--- config.mk ---
export PLATFORM = sky130hd
export DESIGN_NAME = trigger_tag_fifo
export DESIGN_NICKNAME = d
export VERILOG_FILES = /design/src/rtl/trigger_tag_pkg.sv /design/src/rtl/trigger_tag_fifo_l1id_tmr_counter.sv /design/src/rtl/trigger_tag_fifo.sv
export SDC_FILE = /design/constraint.sdc
export NUM_CORES = 1
export LEC_CHECK = 0
export ABC_AREA = 1
export ABC_CLOCK_PERIOD_IN_PS = 3800
export BUFFER_PORTS_ARGS = -buffer_cell sky130_fd_sc_hd__clkbuf_2
export CAP_MARGIN = 20
export CORE_ASPECT_RATIO = 0.8
export CORE_MARGIN = 2
export CORE_UTILIZATION = 66
export CTS_CLUSTER_DIAMETER = 50
export DETAILED_ROUTE_END_ITERATION = 16
export HOLD_SLACK_MARGIN = 0.02
export PLACE_DENSITY = 0.92
export SYNTH_ARGS = -nofsm -noshare
export SYNTH_HDL_FRONTEND = slang
export SYNTH_SLANG_ARGS = --single-unit
--- constraint.sdc ---
create_clock -name Clk -period 3.8 [get_ports Clk]
set_input_delay 0.38 -clock Clk [delete_from_list [all_inputs] [get_ports Clk]]
set_output_delay 0.38 -clock Clk [all_outputs]
set_load 0.02 [all_outputs]
--- src/rtl/trigger_tag_pkg.sv ---
// Shared widths and the tag record for the L1 trigger tag FIFO.
// The tag is the voted L1 ID, the BC count and the BC error flag captured on a trigger.
package trigger_tag_pkg;

    localparam int BC_W_DEF       = 8;
    localparam int L1ID_W_DEF     = 5;
    localparam int DEPTH_LOG2_DEF = 4;

    typedef struct packed {
        logic [L1ID_W_DEF-1:0] l1id;
        logic [BC_W_DEF-1:0]   bc;
        logic                  bc_err;
    } trig_tag_t;

endpackage

--- src/rtl/trigger_tag_fifo_l1id_tmr_counter.sv ---
// Triple-redundant L1 trigger ID counter with a per-bit majority voter.
// Every edge rewrites all three copies from the voted value, so a single upset copy heals in one cycle.
module l1id_tmr_counter
    import trigger_tag_pkg::*;
#(
    parameter int L1ID_W = L1ID_W_DEF
) (
    input  logic              clk_i,
    input  logic              rst_n_i,
    input  logic              trigger_i,
    input  logic              clear_i,
    output logic [L1ID_W-1:0] tag_l1id_o,
    output logic              error_o
);

    logic [L1ID_W-1:0] cnt0_q, cnt1_q, cnt2_q;
    logic [L1ID_W-1:0] cnt_d;
    logic [L1ID_W-1:0] voted;
    logic              error_q, error_d;

    assign voted = (cnt0_q & cnt1_q) | (cnt0_q & cnt2_q) | (cnt1_q & cnt2_q);

    always_comb begin
        cnt_d = voted;
        if (clear_i) begin
            cnt_d = trigger_i ? L1ID_W'(1) : '0;
        end else if (trigger_i) begin
            cnt_d = voted + L1ID_W'(1);
        end
    end

    assign error_d = (cnt0_q != cnt1_q) || (cnt1_q != cnt2_q);

    always_ff @(posedge clk_i or negedge rst_n_i) begin
        if (!rst_n_i) begin
            cnt0_q  <= '0;
            cnt1_q  <= '0;
            cnt2_q  <= '0;
            error_q <= 1'b0;
        end else begin
            cnt0_q  <= cnt_d;
            cnt1_q  <= cnt_d;
            cnt2_q  <= cnt_d;
            error_q <= error_d;
        end
    end

    // An event counter reset coinciding with a trigger tags that trigger as ID 0.
    assign tag_l1id_o = clear_i ? '0 : voted;
    assign error_o    = error_q;

endmodule

--- src/rtl/trigger_tag_fifo.sv ---
// Captures {L1 ID, BC, BC error} on every L1 trigger into a show-ahead FIFO for the readout stage.
// Head fields come straight from registered storage, so no input reaches an output combinationally.
module trigger_tag_fifo
    import trigger_tag_pkg::*;
#(
    parameter int DEPTH_LOG2 = DEPTH_LOG2_DEF,
    parameter int L1ID_W     = L1ID_W_DEF,
    parameter int BC_W       = BC_W_DEF
) (
    input  logic              Clk,
    input  logic              Reset,
    input  logic              Trigger,
    input  logic              ClearL1ID,
    input  logic [BC_W-1:0]   BC,
    input  logic              BCError,
    input  logic              Pop,
    output logic              TagValid,
    output logic [BC_W-1:0]   TagBC,
    output logic [L1ID_W-1:0] TagL1ID,
    output logic              TagBCErr,
    output logic              Full,
    output logic              Overflow,
    output logic              L1IDError
);

    localparam int DEPTH = 1 << DEPTH_LOG2;
    localparam int TAG_W = L1ID_W + BC_W + 1;

    logic [TAG_W-1:0]      mem_q [DEPTH];
    logic [DEPTH_LOG2-1:0] wr_ptr_q, rd_ptr_q;
    logic [DEPTH_LOG2:0]   count_q, count_d;
    logic                  overflow_q;
    logic                  empty, full;
    logic                  push_ok, pop_ok, drop;
    logic [L1ID_W-1:0]     tag_l1id;
    logic [TAG_W-1:0]      head;

    l1id_tmr_counter #(.L1ID_W(L1ID_W)) u_l1id (
        .clk_i      (Clk),
        .rst_n_i    (Reset),
        .trigger_i  (Trigger),
        .clear_i    (ClearL1ID),
        .tag_l1id_o (tag_l1id),
        .error_o    (L1IDError)
    );

    assign empty   = (count_q == '0);
    assign full    = (count_q == (DEPTH_LOG2+1)'(DEPTH));
    assign pop_ok  = Pop && !empty;
    assign push_ok = Trigger && (!full || pop_ok);
    assign drop    = Trigger && full && !pop_ok;

    always_comb begin
        count_d = count_q;
        case ({push_ok, pop_ok})
            2'b10:   count_d = count_q + (DEPTH_LOG2+1)'(1);
            2'b01:   count_d = count_q - (DEPTH_LOG2+1)'(1);
            default: count_d = count_q;
        endcase
    end

    always_ff @(posedge Clk or negedge Reset) begin
        if (!Reset) begin
            wr_ptr_q   <= '0;
            rd_ptr_q   <= '0;
            count_q    <= '0;
            overflow_q <= 1'b0;
        end else begin
            if (push_ok) wr_ptr_q <= wr_ptr_q + DEPTH_LOG2'(1);
            if (pop_ok)  rd_ptr_q <= rd_ptr_q + DEPTH_LOG2'(1);
            count_q <= count_d;
            // A drop on the same edge as an ECR is a fresh loss and must stay visible.
            if (drop) begin
                overflow_q <= 1'b1;
            end else if (ClearL1ID) begin
                overflow_q <= 1'b0;
            end
        end
    end

    always_ff @(posedge Clk) begin
        if (push_ok) mem_q[wr_ptr_q] <= {tag_l1id, BC, BCError};
    end

    assign head     = empty ? '0 : mem_q[rd_ptr_q];
    assign TagValid = !empty;
    assign TagL1ID  = head[TAG_W-1 -: L1ID_W];
    assign TagBC    = head[BC_W:1];
    assign TagBCErr = head[0];
    assign Full     = full;
    assign Overflow = overflow_q;

endmodule

==> flow_summary.ini <==
[sta]
rsz0062_at_grt = no
hold_viol_final = 0
tightest_slew_ps = 1145
setup_tns_ps = 0
max_slew_margin = 0.2337
clock_skew_ps = 13.85
finalCriticalPeriod_ps = 3359
max_freq_mhz = 297.7
setup_viol = 0
maxSlewViolCount = 0
fin_crit_sh = 0.8838

[pwr]
power_density_nw_per_um2 = 789.6
vdd_drop_max_uv = 564.7
leakagePower_nw = 4.385

[worst_setup_path]
worstPathMaxFanout = 16
cpPeakStageDelay_ps = 920
cp.required_ps = 3420
critical_path_class = flop to primary output
startpoint_type = flop
path_cells = clkinv_1 > nand2_1 > a21oi_1 > clkbuf_2
worstPathArrival_ps = 2980
crit_buf_inv = 2
cp_slowest_cell = dfrtp_1
critPathTopFamily = buffers and inverters
cp-end-kind = primary output

[clock_network]
cts_inserted_buffers = 24
insertion_delay_ps = 510
cts.htree.levels = 1
clockRootBuffer = clkbuf_16
cts.path.max_buffers = 3
cts_resized = 0
clkSinkCount = 243
cts_tree = done
post_cts.repair.setup_buffers = 0
clkTransAtPathRegs_ps = 70
cts.hold.buffers_added = 1

[route]
wl_per_cell_um = 21.05
drt-initial-drc-count = 756
postRouteWirelength_um = 24440
routed_via_density = 6.109
drc = 0
vias = 7093
drt_first_pass_iters = 6
drtAntennaViolNets = 0

[synthesis]
yosysTopAreaCell = edfxtp_1
synth_cells = 901
synth_area_um2 = 10250
yosysSeqAreaShare = 0.7027
async_flop_share = 0.07819
syn_area_per_cell_um2 = 11.37
yosys_warnings = 0
ys_ff_latch = 243
synth_area_leaders = edfxtp_1, nand2_1, nand3_1, dfrtp_1, buf_6
synth-main-ff-cell = edfxtp_1
synth_cell_types = 30
synth_top_area_frac = 0.6563
synthesis.nets = 924
synth-edff-count = 224

[floorplanning]
rows = 40
dieArea_um2 = 16550
core_area_um2 = 15110
die_width_um = 143.3
pin_count = 32
start_util = 0.6781
die_h_um = 115.5

[final_layout]
nNetsFinal = 958
num-fill-cells = 880
final_util = 0.7574
antenna_cells = 0
drive_above_1_share = 0.1230
area_growth_syn_to_layout_pct = 11.70

[global_route]
gr-usage-met1 = 0.4148
grt_max_degree = 115
gr-usage-met3 = 0.05620
grt_pass1_vias = 6863
grt_first_pass_wirelength_um = 37470
gr-max-usage-layer = met2
met2_usage = 0.5030
antenna_found_initial = 0
globalRouteOverflowTotal = 0
grt.total_usage = 0.3050

[min_path]
hp-class = primary input to flop

[flow_run]
maxCapViolCount = 0

[placement]
dpl.hpwl_um = 13510
io_buffers = 30
finalWeightedCongestion = 0.8351

[outcome]
status = completed
-- cell usage in the layout (no fill, tap or decap), drive strengths merged --
cell type,netlist,final
a21oi,19,19
buf,45,28
bufinv,0,3
clkbuf,7,59
clkinv,2,12
conb,1,1
dfrtp,19,19
dlygate4sd3,0,1
edfxtp,224,224
ha,9,9
inv,28,29
nand2,313,313
nand3,178,178
nand3b,1,1
nand4,2,2
nor2,19,19
nor3,16,16
nor3b,1,1
o21a,1,1
o21ai,7,7
o22ai,1,1
xnor2,2,2
xor2,6,6
-- registers in the layout (all words and copies together) (netlist names) --
register / cells
mem_q: 224
count_q: 5
u_l1id.cnt0_q: 5
rd_ptr_q: 4
wr_ptr_q: 4
Overflow: 1
-- synth_stat cells, types with 2 or more instances --
cell type	number
xnor2_1	2
ha_1	9
inv_1	26
buf_4	7
buf_6	10
clkbuf_1	7
nor3_1	16
nand4_1	2
buf_1	5
nand2_1	313
nand3_1	177
inv_2	2
o21ai_0	7
xor2_1	6
a21oi_1	19
nor2_1	16
edfxtp_1	224
dfrtp_1	19
buf_2	22
nor2_2	2
-- cell type report --
class,instances,area (µm²),share of cell area
Timing Repair Buffer,60,416.7,0.03640
Tap cell,210,262.8,0.02295
Clock buffer,28,636.9,0.05563
Sequential cell,243,7207,0.6296
Clock inverter,14,147.6,0.01290
Multi-Input combinational cell,576,2663,0.2326
Inverter,30,113.9,0.009946
-- worst paths after layout --
kind / endpoint / startpoint / slack (ps) / cells after the start
worst max-delay path: TagBC[5] / rd_ptr_q[3]$_DFFE_PN0P_ / 440 / 4
worst min-delay path: u_l1id.cnt0_q[1]$_DFFE_PN0P_ / ClearL1ID / 170 / 2
worst max register to register: count_q[4]$_DFFE_PN0P_ / count_q[2]$_DFFE_PN0P_ / 750 / 18
worst min register to register: Overflow$_DFFE_PN0P_ / Overflow$_DFFE_PN0P_ / 540 / 2
max in group asynchronous: rd_ptr_q[0]$_DFFE_PN0P_ / Reset / 3080 / 2
min in group asynchronous: wr_ptr_q[2]$_DFFE_PN0P_ / Reset / 360 / 2
-- cell families after synthesis --
family          after synthesis  synth area share
simple gates                530            0.2207
flops                       243            0.7027
buf+inv                      82           0.04432
compound gates               28           0.01404
fa+ha+maj                     9           0.01099
xor+xnor                      8          0.006837
other cells                   1         0.0003659
-- per-layer routing --
layer / vias to the layer above / wire [µm]
li1: 3175 / -
met1: 3326 / 8609
met2: 508 / 12040
met3: 84 / 2881
met4: 0 / 912
met5: - / 0
-- report_power, final --
group / switching, W / internal [W] / total, W
clock: 0.000963 / 0.00140 / 0.00236
sequential: 0.000161 / 0.00323 / 0.00339
combinational: 0.00235 / 0.000938 / 0.00329
total: 0.00347 / 0.00557 / 0.00904
-- stage by stage --
step / hold WS, ps / cells / worst slack, ps / cell area (µm²) / total power (W)
after floorplan: 84.41 / 901 / 1301 / 10250 / 0.005699
after global placement: 361.0 / 1114 / 1030 / 10600 / 0.006435
after detailed placement: 358.2 / 1114 / 891.2 / 10600 / 0.006578
after CTS: 165.8 / 1157 / 424.4 / 11390 / 0.008961
after global routing: 201.9 / 1161 / 462.0 / 11450 / 0.009450
final: 173.7 / 1161 / 441.4 / 11450 / 0.009039
(Power assumes the default switching activity.)
